### src/rtl/mem_port_arbiter_if.sv
// Bundle of requester, memory and stall signals around the IF/MEM memory arbiter.
// Latency: none, wires only.
// Backpressure: requesters hold req until their ack; stall_* freeze the pipeline meanwhile.
interface mem_port_arbiter_if #(
  parameter int W  = 16,
  parameter int AW = 16
);
  logic          if_req;
  logic [AW-1:0] if_addr;
  logic          if_flush;
  logic          if_ack;
  logic [W-1:0]  if_rdata;
  logic          mem_req;
  logic          mem_wr;
  logic [AW-1:0] mem_addr_in;
  logic [W-1:0]  mem_wdata_in;
  logic          mem_ack;
  logic [W-1:0]  mem_rdata_out;
  logic          ram_en;
  logic          ram_we;
  logic [AW-1:0] ram_addr;
  logic [W-1:0]  ram_wdata;
  logic [W-1:0]  ram_rdata;
  logic          stall_fetch;
  logic          stall_mem;
  logic          busy;

  // Arbiter side.
  modport slave (
    input  if_req, if_addr, if_flush, mem_req, mem_wr, mem_addr_in, mem_wdata_in, ram_rdata,
    output if_ack, if_rdata, mem_ack, mem_rdata_out, ram_en, ram_we, ram_addr, ram_wdata,
           stall_fetch, stall_mem, busy
  );

  // Pipeline and memory side.
  modport master (
    output if_req, if_addr, if_flush, mem_req, mem_wr, mem_addr_in, mem_wdata_in, ram_rdata,
    input  if_ack, if_rdata, mem_ack, mem_rdata_out, ram_en, ram_we, ram_addr, ram_wdata,
           stall_fetch, stall_mem, busy
  );
endinterface

### src/rtl/mem_port_arbiter.sv
// Shares one synchronous memory between the fetch (IF) and memory-stage (MEM) ports.
// Latency: grant edge, then LAT ACCESS cycles, then one DONE cycle carrying the ack (LAT+2 per access).
// Backpressure: losing/waiting requester is stalled; MEM wins ties until MAX_STREAK, then IF goes.
module mem_port_arbiter #(
  parameter int W          = 16,
  parameter int AW         = 16,
  parameter int LAT        = 2,
  parameter int MAX_STREAK = 3
) (
  input  logic                 clk,
  input  logic                 rst,
  mem_port_arbiter_if.slave    bus
);
  localparam int CW = 3;
  localparam int SW = $clog2(MAX_STREAK + 1);

  typedef enum logic [1:0] {IDLE, ACCESS, DONE} state_t;
  typedef enum logic [1:0] {OWN_NONE, OWN_IF, OWN_MEM} owner_t;

  state_t        state, state_n;
  owner_t        owner, owner_n;
  logic [CW-1:0] cnt, cnt_n;
  logic [SW-1:0] streak, streak_n;
  logic [AW-1:0] lat_addr, addr_n;
  logic          lat_wr, wr_n;
  logic [W-1:0]  lat_wdata, wdata_n;
  logic          killed, killed_n;

  logic cand_if, cand_mem, grant_if;
  logic in_access, in_done, first_access;

  // A flush in the same cycle keeps the fetch out of arbitration.
  assign cand_if  = bus.if_req & ~bus.if_flush;
  assign cand_mem = bus.mem_req;
  assign grant_if = cand_if & (~cand_mem | (streak == SW'(MAX_STREAK)));

  // State and latched-request registers; reset aborts any access in flight.
  always_ff @(posedge clk or posedge rst) begin
    if (rst) begin
      state     <= IDLE;
      owner     <= OWN_NONE;
      cnt       <= '0;
      streak    <= '0;
      lat_addr  <= '0;
      lat_wr    <= 1'b0;
      lat_wdata <= '0;
      killed    <= 1'b0;
    end else begin
      state     <= state_n;
      owner     <= owner_n;
      cnt       <= cnt_n;
      streak    <= streak_n;
      lat_addr  <= addr_n;
      lat_wr    <= wr_n;
      lat_wdata <= wdata_n;
      killed    <= killed_n;
    end
  end

  // Arbitration, access countdown and fetch-kill tracking.
  always_comb begin
    state_n  = state;
    owner_n  = owner;
    cnt_n    = cnt;
    streak_n = streak;
    addr_n   = lat_addr;
    wr_n     = lat_wr;
    wdata_n  = lat_wdata;
    killed_n = killed;
    case (state)
      IDLE: begin
        if (cand_if | cand_mem) begin
          state_n  = ACCESS;
          cnt_n    = CW'(LAT - 1);
          killed_n = 1'b0;
          if (grant_if) begin
            owner_n  = OWN_IF;
            addr_n   = bus.if_addr;
            wr_n     = 1'b0;
            wdata_n  = '0;
            streak_n = '0;
          end else begin
            owner_n  = OWN_MEM;
            addr_n   = bus.mem_addr_in;
            wr_n     = bus.mem_wr;
            wdata_n  = bus.mem_wdata_in;
            // Only count MEM wins that actually made a fetch wait.
            if (cand_if)
              streak_n = (streak == SW'(MAX_STREAK)) ? streak : streak + SW'(1);
            else
              streak_n = '0;
          end
        end
      end
      ACCESS: begin
        if ((owner == OWN_IF) && bus.if_flush) killed_n = 1'b1;
        if (cnt == '0) state_n = DONE;
        else           cnt_n   = cnt - CW'(1);
      end
      DONE: begin
        state_n  = IDLE;
        owner_n  = OWN_NONE;
        killed_n = 1'b0;
      end
      default: state_n = IDLE;
    endcase
  end

  assign in_access    = (state == ACCESS);
  assign in_done      = (state == DONE);
  assign first_access = in_access && (cnt == CW'(LAT - 1));

  assign bus.ram_en    = first_access;
  assign bus.ram_we    = in_access & lat_wr;
  assign bus.ram_addr  = in_access ? lat_addr : '0;
  assign bus.ram_wdata = in_access ? lat_wdata : '0;

  // A flush landing in DONE also suppresses the fetch ack.
  assign bus.if_ack        = in_done & (owner == OWN_IF) & ~killed & ~bus.if_flush;
  assign bus.if_rdata      = bus.if_ack ? bus.ram_rdata : '0;
  assign bus.mem_ack       = in_done & (owner == OWN_MEM);
  assign bus.mem_rdata_out = (bus.mem_ack & ~lat_wr) ? bus.ram_rdata : '0;

  assign bus.stall_fetch = bus.if_req & ~bus.if_ack & ~bus.if_flush;
  assign bus.stall_mem   = bus.mem_req & ~bus.mem_ack;
  assign bus.busy        = (state != IDLE);
endmodule

### src/flat_wrapper.sv
// flat-port wrapper written by rule: the top's interface ports become plain ports
module mem_port_arbiter_flat 
#(
  parameter int W          = 16,
  parameter int AW         = 16,
  parameter int LAT        = 2,
  parameter int MAX_STREAK = 3
)
  (clk, rst, bus_if_req, bus_if_addr, bus_if_flush, bus_mem_req, bus_mem_wr, bus_mem_addr_in, bus_mem_wdata_in, bus_ram_rdata, bus_if_ack, bus_if_rdata, bus_mem_ack, bus_mem_rdata_out, bus_ram_en, bus_ram_we, bus_ram_addr, bus_ram_wdata, bus_stall_fetch, bus_stall_mem, bus_busy);
  mem_port_arbiter_if #(.W(W), .AW(AW)) bus_i ();
  input  logic clk;
  input  logic rst;
  input wire logic [$bits(bus_i.if_req)-1:0] bus_if_req;
  input wire logic [$bits(bus_i.if_addr)-1:0] bus_if_addr;
  input wire logic [$bits(bus_i.if_flush)-1:0] bus_if_flush;
  input wire logic [$bits(bus_i.mem_req)-1:0] bus_mem_req;
  input wire logic [$bits(bus_i.mem_wr)-1:0] bus_mem_wr;
  input wire logic [$bits(bus_i.mem_addr_in)-1:0] bus_mem_addr_in;
  input wire logic [$bits(bus_i.mem_wdata_in)-1:0] bus_mem_wdata_in;
  input wire logic [$bits(bus_i.ram_rdata)-1:0] bus_ram_rdata;
  output wire logic [$bits(bus_i.if_ack)-1:0] bus_if_ack;
  output wire logic [$bits(bus_i.if_rdata)-1:0] bus_if_rdata;
  output wire logic [$bits(bus_i.mem_ack)-1:0] bus_mem_ack;
  output wire logic [$bits(bus_i.mem_rdata_out)-1:0] bus_mem_rdata_out;
  output wire logic [$bits(bus_i.ram_en)-1:0] bus_ram_en;
  output wire logic [$bits(bus_i.ram_we)-1:0] bus_ram_we;
  output wire logic [$bits(bus_i.ram_addr)-1:0] bus_ram_addr;
  output wire logic [$bits(bus_i.ram_wdata)-1:0] bus_ram_wdata;
  output wire logic [$bits(bus_i.stall_fetch)-1:0] bus_stall_fetch;
  output wire logic [$bits(bus_i.stall_mem)-1:0] bus_stall_mem;
  output wire logic [$bits(bus_i.busy)-1:0] bus_busy;
  assign bus_i.if_req = bus_if_req;
  assign bus_i.if_addr = bus_if_addr;
  assign bus_i.if_flush = bus_if_flush;
  assign bus_i.mem_req = bus_mem_req;
  assign bus_i.mem_wr = bus_mem_wr;
  assign bus_i.mem_addr_in = bus_mem_addr_in;
  assign bus_i.mem_wdata_in = bus_mem_wdata_in;
  assign bus_i.ram_rdata = bus_ram_rdata;
  assign bus_if_ack = bus_i.if_ack;
  assign bus_if_rdata = bus_i.if_rdata;
  assign bus_mem_ack = bus_i.mem_ack;
  assign bus_mem_rdata_out = bus_i.mem_rdata_out;
  assign bus_ram_en = bus_i.ram_en;
  assign bus_ram_we = bus_i.ram_we;
  assign bus_ram_addr = bus_i.ram_addr;
  assign bus_ram_wdata = bus_i.ram_wdata;
  assign bus_stall_fetch = bus_i.stall_fetch;
  assign bus_stall_mem = bus_i.stall_mem;
  assign bus_busy = bus_i.busy;
  mem_port_arbiter #(.W(W), .AW(AW), .LAT(LAT), .MAX_STREAK(MAX_STREAK)) u_core (.clk(clk), .rst(rst), .bus(bus_i));
endmodule
### config.mk
export PLATFORM = sky130hd
export DESIGN_NAME = mem_port_arbiter_flat
export DESIGN_NICKNAME = d
export VERILOG_FILES = /design/src/rtl/mem_port_arbiter_if.sv /design/src/rtl/mem_port_arbiter.sv /design/src/flat_wrapper.sv
export SDC_FILE = /design/constraint.sdc
export NUM_CORES = 1
export LEC_CHECK = 0
export BUFFER_PORTS_ARGS = -buffer_cell sky130_fd_sc_hd__buf_2
export CAP_MARGIN = 30
export CORE_UTILIZATION = 44
export CTS_CLUSTER_DIAMETER = 150
export DETAILED_ROUTE_END_ITERATION = 8
export PLACE_DENSITY = 0.81
export REMOVE_ABC_BUFFERS = 1
export SYNTH_ARGS = -nofsm -noshare
export SYNTH_HDL_FRONTEND = slang
export SYNTH_SLANG_ARGS = --single-unit
### constraint.sdc
create_clock -name clk -period 2.1 [get_ports clk]
set_input_delay 0.21 -clock clk [delete_from_list [all_inputs] [get_ports clk]]
set_output_delay 0.21 -clock clk [all_outputs]
set_load 0.005 [all_outputs]
After elaboration in Yosys (flattened, before gate mapping)
Cells that the tools add are included.
- equal/unequal tests: 11
- add/subtract/negate cells: 2
- reduce and logical (&&, ||, !) cells: 14
- muxes and demuxes: 22
- multiply operators: 0
- div/mod/pow operators: 0
- bitwise logic cells: 19
- magnitude comparators: 0
- shifts and indexed selects: 0
- operators by type and width (operator ; number):
    $mux W16 ; 6
    $mux W2 ; 7
    $and A1 B1 Y1 ; 11
    $reduce_and A3 Y1 ; 3
    $pmux W2 S2 ; 2
    $eq A2 B2 Y1 const B ; 3
    $mux W3 ; 2
    $ne A2 B2 Y1 const B ; 3
    $not A1 Y1 ; 6
    $pmux W3 S2 ; 1
    $reduce_and A2 Y1 ; 3
    $reduce_bool A2 Y1 ; 3
    $eq A2 B1 Y1 const B ; 2
    $eq A3 B1 Y1 const B ; 1
    $logic_not A3 Y1 ; 1
    $mux W1 ; 3
    $ne A3 B3 Y1 const B ; 1
    $pmux W1 S3 ; 1
    $reduce_bool A3 Y1 ; 1
    $sub A3 B1 Y3 const B ; 1
    $add A2 B1 Y2 const B ; 1
    $logic_and A1 B1 Y1 ; 2
    $logic_not A2 Y1 ; 1
    $ne A2 B1 Y1 const B ; 1
    $or A1 B1 Y1 ; 2
- memory bits (writable): 0
- output and inout port bits: 71
- bits of input ports: 70
- bits in latches: 0
- ROM bits: 0
- bits in registers: 43
- word-level logic and storage cells: 76
- memories kept: 0

Depth between registers and ports, before layout
- word-level depth: 7
- gate-level depth with buffers: 5
- depth with buffers taken out: 5

Least setup slack after synthesis
Ideal clock, no wire load.
- kind: register to register
- from: register u_core.streak[0]
- to: register u_core.lat_addr[0]
- buffers on the path: 1
- data required time: 1.974 ns
- setup time: 0.126 ns
- path slack: 0.542 ns
- stages on the path, launching flop included: 6
- clock period less this slack: 1.558 ns
- arrival time: 1.432 ns
- path through: dfrtp_1 ha_1 nand2b_1 clkbuf_1 and3_1 a221o_1
- longest elaborated chain between the ends: 4
- RTL lines (element ; RTL line ; source):
    start, declared ; mem_port_arbiter.sv:23 ; logic [SW-1:0] streak, streak_n;
    start signal, assigned ; mem_port_arbiter.sv:52 ; streak <= streak_n;
    $eq A2 B2 Y1 ; mem_port_arbiter.sv:35 ; assign grant_if = cand_if & (~cand_mem | (streak == SW'(MAX_STREAK)));
    $or A1 B1 Y1 ; mem_port_arbiter.sv:35 ;
    $and A1 B1 Y1 ; mem_port_arbiter.sv:35 ;
    $mux W16 ; mem_port_arbiter.sv:76 ; if (grant_if) begin
    end signal, assigned ; mem_port_arbiter.sv:53 ; lat_addr <= addr_n;
    end, declared ; mem_port_arbiter.sv:24 ; logic [AW-1:0] lat_addr, addr_n;
No other way between the ends.
A chain may end at the register's enable or synchronous reset.

Final worst setup path
- from: register u_core.state[0]
- to: output bus_mem_rdata_out[12]
- longest elaborated chain between the ends: 4
- RTL lines (element ; RTL line ; source):
    start, declared ; mem_port_arbiter.sv:20 ; state_t state, state_n;
    start signal, assigned ; mem_port_arbiter.sv:49 ; state <= state_n;
    $eq A2 B2 Y1 ; mem_port_arbiter.sv:110 ; assign in_done = (state == DONE);
    $and A1 B1 Y1 ; mem_port_arbiter.sv:121 ; assign bus.mem_ack = in_done & (owner == OWN_MEM);
    $and A1 B1 Y1 ; mem_port_arbiter.sv:122 ; assign bus.mem_rdata_out = (bus.mem_ack & ~lat_wr) ? bus.ram_rdata : '0;
    $mux W16 ; mem_port_arbiter.sv:122 ;
    end, declared ; flat_wrapper.sv:24 ; output wire logic [$bits(bus_i.mem_rdata_out)-1:0] bus_mem_rdata_out;
No other way between the ends.

==> out/metrics.yaml <==
design.core.area_sq_um: 5170
worstRegToRegCells: 4
start_kind: "flop"
die_w_microns: 75.7
hpwl_microns: 4220
port_buffers: 140
grt-ovfl-total: 0
syn-instance-count: 218
fill_cells: 449
finalSetupViolations: 0
antenna_cells: 0
crit_required_ns: 1.89
powerDensity_nw_per_um2: 1160
p_leak_nw: 1.83
cp-startpoint: "u_core.state[0]"
r2r-start: "u_core.streak[0]"
area_growth_pct: 35.3
critPathBufInv: 2
vias_per_cell: 5.04
crit_chain: "nand2b_4, nor4b_4, buf_4, and2_1, buf_2"
period_minus_slack_ns: 1.90
die_h_microns: 75.7
grt_max_degree: 44
start_util_pct: 46.2
synth-main-ff-cell: "dfrtp_1"
post-route-period-util_pct: 90.6
worst_pin_slew_ns: 0.988
grt_pass1_vias: 1890
hold_viol: 0
yosysWarnings: 0
h-tree-depth: 2
finalNetCount: 432
netlist_area_sq_um: 2390
reg2reg_to: "u_core.lat_addr[7]"
drv_slew: 0
rsz0062_at_grt: "false"
drc_errors: 0
track_usage_pct: 20.5
cts.root.buffer_cell: "clkbuf_8"
grt_antenna_before_repair: 0
fin_util_pct: 62.5
critPathMaxStageDelay_ns: 0.45
worstPathArrival_ns: 1.69
max_freq_mhz: 526
synth_cell_types: 34
die_area_sq_um: 5730
fin_worst_skew_ns: 0.00976
cts_made_buffers: 5
drtIter0Drc: 63
crit_type: "flop to output port"
grt_pass1_wl_microns: 8740
cp_max_fo: 12
wl_per_cell_microns: 13.8
async_reset_ff_share_pct: 100
ant_nets: 0
vias: 2164
finalSetupTns_ns: 0
r2r_slack_ns: 0.25
insertion_delay_ns: 0.29
numClockSinks: 43
end_kind: "output port"
drive_gt1_share_pct: 46.2
maxSlewHeadroom_pct: 34.0
clk_pin_slew_worst_paths_ns: 0.08
synth_edf_count: 0
finalWirelength_microns: 5920
drv_cap: 0
cpMaxStageDelayCell: "dfrtp_1"
rows: 26
cts_tree: "yes"
ir_drop_mv: 0.608
cts_hold_buffers: 0
synth_seq_cells: 43
hp-class: "primary input to asynchronous set/reset pin"
syn_avg_cell_area_sq_um: 11.0
ios: 141
globalplace.congestion: 0.723
drtPass1Iterations: 4
status: "complete, no violations"
path_delay_family: "simple AND/OR/NAND/NOR gates"
yosysSeqAreaShare_pct: 45.0
clockBufferDepth: 2
-- metrics by stage --
step | cell area [sq um] | cells | worst slack (ns) | hold slack, ns | power, mW
floorplan | 2290 | 203 | 0.137 | 0.343 | 2.51
global placement | 3130 | 419 | 0.320 | 0.358 | 3.17
detailed placement | 3130 | 419 | 0.237 | 0.361 | 3.24
CTS | 3230 | 429 | 0.124 | 0.0369 | 3.76
global route | 3230 | 429 | 0.0745 | 0.0703 | 4.05
finish | 3230 | 429 | 0.198 | 0.0223 | 3.74
-- synthesized netlist by cell type, drive strengths merged (2+ instances only) --
master / number / area, sq um
inv: 5 / 18.8
ha: 4 / 50.1
nor2b: 2 / 15.0
a32o: 2 / 20.0
nor2: 3 / 11.3
a22o: 18 / 158
nor4b: 2 / 47.6
buf: 7 / 66.3
a21oi: 3 / 15.0
and2: 65 / 407
dfrtp: 43 / 1080
and3b: 2 / 17.5
nand2: 4 / 15.0
nand2b: 4 / 27.5
clkbuf: 8 / 31.3
a221o: 16 / 160
and3: 17 / 106
-- worst min-delay path, cell delays in order --
cell	delay (ns)
buf_2	0.10
clkinv_1	0.03
buf_4	0.43
-- timing repair --
action	4_1_cts	5_1_grt
setup buffers	2	0
pin swaps	1	0
endpoints found under the setup margin	16	1
gates resized for setup	0	1
-- metal layers --
metal	global-route usage, %	vias to the layer above	part of all wire [%]
li1	-	1060	-
met1	26.1	1003	43
met2	34.2	96	48
met3	6.75	5	8.3
met4	4.12	0	0.68
met5	0	-	0
-- worst max path at each step --
| stage | cells after the start | endpoint | slack (ns) |
|---|---|---|---|
| floorplan | 3 | u_core.cnt[2] | 0.14 |
| global placement | 4 | u_core.streak[1] | 0.32 |
| detailed placement | 4 | bus_mem_rdata_out[7] | 0.24 |
| CTS | 5 | bus_mem_rdata_out[12] | 0.12 |
| global route | 5 | bus_mem_rdata_out[1] | 0.07 |
| finish | 5 | bus_mem_rdata_out[12] | 0.20 |
-- cells by family after synthesis --
logic type,count (synthesis),synth area share (%)
flops,43,45.0
compound gates,47,18.4
fa+ha+maj,4,2.10
buf+inv,20,4.87
simple gates,103,29.1
mux,1,0.471
-- layout by cell type, fill, tap and decap left out, drive strengths merged, types with 4 or more instances in the layout --
cell / n
a22o: 18
dfrtp: 43
a221o: 16
nand2: 4
and3: 17
and2: 65
ha: 4
clkbuf: 6
nand2b: 4
buf: 148
inv: 4
-- sequential cells by signal, summed over array words and instances (netlist names) --
signal	flops
u_core.lat_addr	16
u_core.lat_wdata	16
u_core.cnt	3
u_core.owner	2
u_core.state	2
u_core.streak	2
u_core.killed	1
u_core.lat_wr	1
-- power by group --
part / leakage (nW) / internal [mW] / switching [mW] / total [mW]
clock: 0.0412 / 0.233 / 0.281 / 0.513
combinational: 1.25 / 0.945 / 0.820 / 1.76
sequential: 0.540 / 1.20 / 0.253 / 1.46
total: 1.83 / 2.38 / 1.35 / 3.74
-- area by class of cell --
class / instances / area (sq um) / area share [%]
inverter: 5 / 18.8 / 0.581
clock inverter: 2 / 12.5 / 0.387
multi-input combinational: 155 / 1200 / 37.2
sequential: 43 / 1080 / 33.3
tap: 70 / 87.6 / 2.71
clock buffer: 6 / 72.6 / 2.25
timing repair buffer: 148 / 761 / 23.5
Note: power is estimated with default switching activity, not from simulation.
